$ cat src/rtl/i2c_reg_target_if.sv
// I2C register-target bus bundle.
// Carries the I2C pin levels (scl_in, sda_in), the open-drain SDA pull
// (sda_oe) and the register-file side (reg_addr, reg_wdata, reg_we,
// reg_rdata, reg_re) plus the busy flag.
//   slave  : view used by i2c_reg_target (pins/rdata in, everything else out)
//   master : view of the environment that drives pins and serves reg_rdata
interface i2c_reg_target_if;
   logic       scl_in;
   logic       sda_in;
   logic       sda_oe;
   logic [7:0] reg_addr;
   logic [7:0] reg_wdata;
   logic       reg_we;
   logic [7:0] reg_rdata;
   logic       reg_re;
   logic       busy;

   modport slave (
      input  scl_in, sda_in, reg_rdata,
      output sda_oe, reg_addr, reg_wdata, reg_we, reg_re, busy
   );

   modport master (
      output scl_in, sda_in, reg_rdata,
      input  sda_oe, reg_addr, reg_wdata, reg_we, reg_re, busy
   );
endinterface

$ cat src/rtl/i2c_reg_target.sv
// I2C target with an 8-bit register pointer.
// Serves START/addr+W/ptr/data.../STOP register writes and pointer-then-read
// via repeated START. Open-drain SDA only, SCL is never driven.
// Ports:
//   clk    system clock, at least 16x the SCL rate
//   reset  synchronous, active-high
//   bus    i2c_reg_target_if.slave:
//            scl_in/sda_in  asynchronous pin levels
//            sda_oe         1 = pull SDA low
//            reg_addr       register pointer
//            reg_wdata      write byte, valid with reg_we
//            reg_we         1-clk write strobe
//            reg_rdata      register contents at reg_addr
//            reg_re         1-clk strobe marking a transmit byte load
//            busy           matched transfer in progress
module i2c_reg_target #(
   parameter logic [6:0] DEV_ADDR = 7'h76
) (
   input  logic            clk,
   input  logic            reset,
   i2c_reg_target_if.slave bus
);

   typedef enum logic [3:0] {
      IDLE, ADDR, ADDR_ACK, PTR, PTR_ACK, WDATA, WDATA_ACK,
      RDATA, RDATA_ACK, IGNORE
   } state_t;

   state_t     state;
   logic       scl_s1, scl_s2, scl_h;
   logic       sda_s1, sda_s2, sda_h;
   logic [7:0] shift;
   logic [7:0] ptr;
   logic [7:0] wdata;
   logic [3:0] bitcnt;
   logic       rw;
   logic       oe_q, we_q, re_q, busy_q;
   logic       scl_rise, scl_fall, start_c, stop_c;

   // Synchronisers reset to the idle-bus level so reset never fakes an edge.
   always_ff @(posedge clk) begin
      if (reset) begin
         scl_s1 <= 1'b1;
         scl_s2 <= 1'b1;
         scl_h  <= 1'b1;
         sda_s1 <= 1'b1;
         sda_s2 <= 1'b1;
         sda_h  <= 1'b1;
      end else begin
         scl_s1 <= bus.scl_in;
         scl_s2 <= scl_s1;
         scl_h  <= scl_s2;
         sda_s1 <= bus.sda_in;
         sda_s2 <= sda_s1;
         sda_h  <= sda_s2;
      end
   end

   assign scl_rise = scl_s2 & ~scl_h;
   assign scl_fall = ~scl_s2 & scl_h;
   // SCL must be high on both samples so an SCL edge is never read as START/STOP.
   assign start_c  = scl_s2 & scl_h & sda_h & ~sda_s2;
   assign stop_c   = scl_s2 & scl_h & ~sda_h & sda_s2;

   always_ff @(posedge clk) begin
      if (reset) begin
         state  <= IDLE;
         shift  <= '0;
         ptr    <= '0;
         wdata  <= '0;
         bitcnt <= '0;
         rw     <= 1'b0;
         oe_q   <= 1'b0;
         we_q   <= 1'b0;
         re_q   <= 1'b0;
         busy_q <= 1'b0;
      end else begin
         we_q <= 1'b0;
         re_q <= 1'b0;
         // Post-increment after a write, so reg_addr holds the target during reg_we.
         if (we_q) ptr <= ptr + 8'd1;

         if (start_c) begin
            state  <= ADDR;
            bitcnt <= '0;
            oe_q   <= 1'b0;
         end else if (stop_c) begin
            state  <= IDLE;
            bitcnt <= '0;
            oe_q   <= 1'b0;
            busy_q <= 1'b0;
         end else if (scl_rise) begin
            case (state)
               ADDR, PTR, WDATA: begin
                  if (bitcnt != 4'd8) begin
                     shift  <= {shift[6:0], sda_s2};
                     bitcnt <= bitcnt + 4'd1;
                  end
               end
               RDATA_ACK: begin
                  // Master NACK ends the read.
                  if (sda_s2) begin
                     state  <= IGNORE;
                     busy_q <= 1'b0;
                     oe_q   <= 1'b0;
                  end
               end
               default: ;
            endcase
         end else if (scl_fall) begin
            case (state)
               ADDR: begin
                  if (bitcnt == 4'd8) begin
                     bitcnt <= '0;
                     if (shift[7:1] == DEV_ADDR && shift[7:1] != 7'h00) begin
                        oe_q   <= 1'b1;
                        busy_q <= 1'b1;
                        rw     <= shift[0];
                        state  <= ADDR_ACK;
                     end else begin
                        oe_q   <= 1'b0;
                        busy_q <= 1'b0;
                        state  <= IGNORE;
                     end
                  end
               end
               ADDR_ACK: begin
                  bitcnt <= '0;
                  if (rw) begin
                     // reg_rdata reflects reg_addr before this increment.
                     re_q  <= 1'b1;
                     shift <= bus.reg_rdata;
                     ptr   <= ptr + 8'd1;
                     oe_q  <= ~bus.reg_rdata[7];
                     state <= RDATA;
                  end else begin
                     oe_q  <= 1'b0;
                     state <= PTR;
                  end
               end
               PTR: begin
                  if (bitcnt == 4'd8) begin
                     bitcnt <= '0;
                     ptr    <= shift;
                     oe_q   <= 1'b1;
                     state  <= PTR_ACK;
                  end
               end
               PTR_ACK, WDATA_ACK: begin
                  oe_q   <= 1'b0;
                  bitcnt <= '0;
                  state  <= WDATA;
               end
               WDATA: begin
                  if (bitcnt == 4'd8) begin
                     bitcnt <= '0;
                     we_q   <= 1'b1;
                     wdata  <= shift;
                     oe_q   <= 1'b1;
                     state  <= WDATA_ACK;
                  end
               end
               RDATA: begin
                  if (bitcnt == 4'd7) begin
                     oe_q   <= 1'b0;
                     bitcnt <= '0;
                     state  <= RDATA_ACK;
                  end else begin
                     shift  <= {shift[6:0], 1'b0};
                     oe_q   <= ~shift[6];
                     bitcnt <= bitcnt + 4'd1;
                  end
               end
               RDATA_ACK: begin
                  // Only reached after an ACK was sampled on the preceding rise.
                  re_q   <= 1'b1;
                  shift  <= bus.reg_rdata;
                  ptr    <= ptr + 8'd1;
                  oe_q   <= ~bus.reg_rdata[7];
                  bitcnt <= '0;
                  state  <= RDATA;
               end
               default: oe_q <= 1'b0;
            endcase
         end
      end
   end

   assign bus.sda_oe    = oe_q;
   assign bus.reg_addr  = ptr;
   assign bus.reg_wdata = wdata;
   assign bus.reg_we    = we_q;
   assign bus.reg_re    = re_q;
   assign bus.busy      = busy_q;

endmodule

$ cat src/flat_wrapper.sv
// flat-port wrapper written by rule: the top's interface ports become plain ports
module i2c_reg_target_flat 
#(
   parameter logic [6:0] DEV_ADDR = 7'h76
)
  (clk, reset, bus_scl_in, bus_sda_in, bus_reg_rdata, bus_sda_oe, bus_reg_addr, bus_reg_wdata, bus_reg_we, bus_reg_re, bus_busy);
  i2c_reg_target_if bus_i ();
  input  logic clk;
  input  logic reset;
  input wire logic [$bits(bus_i.scl_in)-1:0] bus_scl_in;
  input wire logic [$bits(bus_i.sda_in)-1:0] bus_sda_in;
  input wire logic [$bits(bus_i.reg_rdata)-1:0] bus_reg_rdata;
  output wire logic [$bits(bus_i.sda_oe)-1:0] bus_sda_oe;
  output wire logic [$bits(bus_i.reg_addr)-1:0] bus_reg_addr;
  output wire logic [$bits(bus_i.reg_wdata)-1:0] bus_reg_wdata;
  output wire logic [$bits(bus_i.reg_we)-1:0] bus_reg_we;
  output wire logic [$bits(bus_i.reg_re)-1:0] bus_reg_re;
  output wire logic [$bits(bus_i.busy)-1:0] bus_busy;
  assign bus_i.scl_in = bus_scl_in;
  assign bus_i.sda_in = bus_sda_in;
  assign bus_i.reg_rdata = bus_reg_rdata;
  assign bus_sda_oe = bus_i.sda_oe;
  assign bus_reg_addr = bus_i.reg_addr;
  assign bus_reg_wdata = bus_i.reg_wdata;
  assign bus_reg_we = bus_i.reg_we;
  assign bus_reg_re = bus_i.reg_re;
  assign bus_busy = bus_i.busy;
  i2c_reg_target #(.DEV_ADDR(DEV_ADDR)) u_core (.clk(clk), .reset(reset), .bus(bus_i));
endmodule
$ cat config.mk
export PLATFORM = sky130hd
export DESIGN_NAME = i2c_reg_target_flat
export DESIGN_NICKNAME = d
export VERILOG_FILES = /design/src/rtl/i2c_reg_target_if.sv /design/src/rtl/i2c_reg_target.sv /design/src/flat_wrapper.sv
export SDC_FILE = /design/constraint.sdc
export NUM_CORES = 1
export LEC_CHECK = 0
export ABC_AREA = 0
export BUFFER_PORTS_ARGS = -buffer_cell sky130_fd_sc_hd__buf_2
export CORE_MARGIN = 2
export CORE_UTILIZATION = 58
export CTS_CLUSTER_DIAMETER = 50
export DETAILED_ROUTE_END_ITERATION = 8
export PLACE_DENSITY = 0.85
export REMOVE_ABC_BUFFERS = 1
export SETUP_SLACK_MARGIN = 0.4
export SLEW_MARGIN = 5
export SYNTH_ARGS = -nofsm -noshare
export SYNTH_HDL_FRONTEND = slang
export SYNTH_SLANG_ARGS = --single-unit
$ cat constraint.sdc
create_clock -name clk -period 4.6 [get_ports clk]
set_clock_uncertainty 0.15 [all_clocks]
set_input_delay 0.92 -clock clk [delete_from_list [all_inputs] [get_ports clk]]
set_output_delay 0.92 -clock clk [all_outputs]
set_load 0.01 [all_outputs]
==> impl_metrics.json <==
{
  "outcome": "finished, final reports clean",
  "syn_to_final_growth_pct": 10.20,
  "utilization_pct": 67.65,
  "syn_area_per_cell_um2": 8.710,
  "dieArea_um2": 4835,
  "grt_pass1_wl_um": 9156,
  "synthArstFlopShare_pct": 0,
  "fin_tns_setup_ns": 0,
  "drive_above_1_share_pct": 17.80,
  "worstPathArrival_ns": 2.62,
  "routed_wl_um": 5431,
  "insertedDiodeCount": 0,
  "worstPathRequired_ns": 4.60,
  "postCtsHoldBufs": 0,
  "cts-root-buf": "clkbuf_8",
  "crit_chain": "inv_1, ha_1, nor2b_1, a21bo_2, nor4_2, a2bb2oi_1, nor2_1",
  "ant_nets": 0,
  "critical_path_class": "reg2reg",
  "finalHoldViolations": 0,
  "cts.sinks": 43,
  "wl_per_cell_um": 15.13,
  "post-route-period-util_pct": 56.94,
  "max_slew_margin_pct": 40.44,
  "grt_overflow": 0,
  "ys.flop_type": "dfxtp_1",
  "max_cap_viol_count": 0,
  "nNetsFinal": 326,
  "synth_top_cell_area_share_pct": 34.56,
  "wl_met1_um": 2608,
  "grt_max_degree": 39,
  "drt_pass1_iterations": 5,
  "drtIter0Drc": 349,
  "start_kind": "flop",
  "maxClockFrequency_mhz": 381.8,
  "grt_usage_pct": 22.84,
  "slowest_stage": "nor4_2",
  "slowest_delay_ns": 0.72,
  "ios": 32,
  "initial_core_util_pct": 61.39,
  "cp-end-kind": "flop",
  "fin_ws_ns": 1.981,
  "wl_met3_um": 352,
  "min_path_type": "reg2reg",
  "vias_per_cell": 6.231,
  "antenna_found_initial": 0,
  "htreeDepth": 2,
  "syn_inst": 286,
  "first_global_vias": 1934,
  "setup_viol": 0,
  "yosysTopAreaCell": "dfxtp_1",
  "io_buffer_count": 31,
  "ir_worst_vdd_mv": 0.2608,
  "clock_path_buffers": 2,
  "postCtsSetupRepairBufs": 0,
  "yosysWarningCount": 0,
  "vias": 2237,
  "cp_max_fo": 12,
  "cts-resized-gates": 0,
  "synthMostInstantiatedCell": "dfxtp_1",
  "drc_errors": 0,
  "dpl.hpwl_um": 3890,
  "ys_ff_latch": 43,
  "synth-seq-area-share_pct": 34.56,
  "cts-buffers-inserted": 5,
  "syn-cell-area_um2": 2491,
  "clkTransAtPathRegs_ns": 0.08,
  "leakage_nw": 1.196,
  "rows": 23,
  "synth_cell_types": 62,
  "die_x_um": 69.54,
  "slew_viol_final": 0,
  "cts_tree": "yes",
  "worstSkewPairLatency_ns": 0.29,
  "power_density_nw_per_um2": 272.4,
  "gp_congestion": 0.9260,
  "synth_edf_count": 0,
  "power_w": 0.0007478,
  "core_um2": 4058,
  "synth_area_leaders": "dfxtp_1 35%, mux2i_1 7.6%, nor2_1 4.5%",
  "worst_slew_pin_slew_ns": 0.8866,
  "wl_met2_um": 2399,
  "fillers": 328,
  "synth_common_cells": "43 x dfxtp_1, 30 x nor2_1, 19 x mux2i_1",
  "pre_cts_slack_ns": 2.032,
  "period_minus_slack_ns": 2.619,
  "dr.max_layer_used": "met4",
  "die_height_um": 69.54,
  "rsz0062_at_grt": "false"
}
## registers in the layout, indices dropped and copies added, names as in the netlist, 4 cells and up
register and cells:
u_core.state 4, u_core.bus.reg_addr 8, u_core.bitcnt 4, u_core.shift 8, u_core.bus.reg_wdata 8
## final timing paths
path,start,endpoint,slack [ns],depth (start not counted)
worst min-delay path,u_core.scl_s1,u_core.scl_s2,0.26,1
worst min register to register,u_core.scl_s1,u_core.scl_s2,0.26,1
worst max-delay path,u_core.scl_h,u_core.bus.reg_addr[0],1.98,7
worst max register to register,u_core.scl_h,u_core.bus.reg_addr[0],1.98,7
## report_power, final
| group | total, W | internal [W] | leakage, nW | switching [W] |
|---|---|---|---|---|
| logic | 0.0000701 | 0.0000269 | 0.790 | 0.0000432 |
| clock network | 0.000290 | 0.000162 | 0.0581 | 0.000128 |
| registers | 0.000388 | 0.000378 | 0.348 | 0.00000998 |
## final cells by class
class | count | area (um^2) | area share, %
inverters | 10 | 37.54 | 1.367
well taps | 50 | 62.56 | 2.279
clock buffers | 5 | 68.82 | 2.507
clock inverters | 3 | 43.79 | 1.595
flip-flops and latches | 43 | 860.8 | 31.36
repair buffers | 32 | 162.7 | 5.925
multi-input cells | 216 | 1509 | 54.97
## per-layer routing
metal  vias up  GRT usage [%]
met1      1034          34.43
met2        91          34.08
met3        12          3.924
li1       1100              -
met5         -              0
met4         0          5.011
## critical path, delay by kind of cell (launching register included)
family / cells / cell delay (ns)
buf+inv: 1 / 0.05
fa+ha+maj: 1 / 0.35
simple gates: 3 / 1.04
compound gates: 2 / 0.53
flops: 1 / 0.36
## cell families after synthesis
kind of cell             Yosys count  synth area share, %
AND/OR/NAND/NOR                  103                21.70
multiplexers                      20                8.086
XOR/XNOR                          14                4.922
flip-flops                        43                34.56
adder cells (fa/ha/maj)            6                3.013
buffers and inverters             27                4.871
AO/OA/AOI/OAI                     73                22.85
## placed cells by master (no fill, tap or decap), drive strengths merged, types with 5 or more instances in the layout
cell     count
mux2i       19
a211oi      10
xnor2        5
nor3         6
nor2        30
a21oi       14
inv         10
a2bb2oi      8
nand2       18
nand3        9
o2bb2ai      7
xor2         9
nor2b        8
ha           6
or2          6
o32ai        5
dfxtp       43
buf         32
clkbuf       5
## metrics by stage
step           hold WS [ns]  instances  cell area (um^2)
6_report             0.2645        359              2745
5_1_grt              0.2862        359              2745
4_1_cts              0.2699        359              2745
3_5_place_dp         0.2486        351              2633
3_3_place_gp         0.2422        351              2633
2_1_floorplan        0.2395        269              2407
Power figures use the tool's default switching activity.
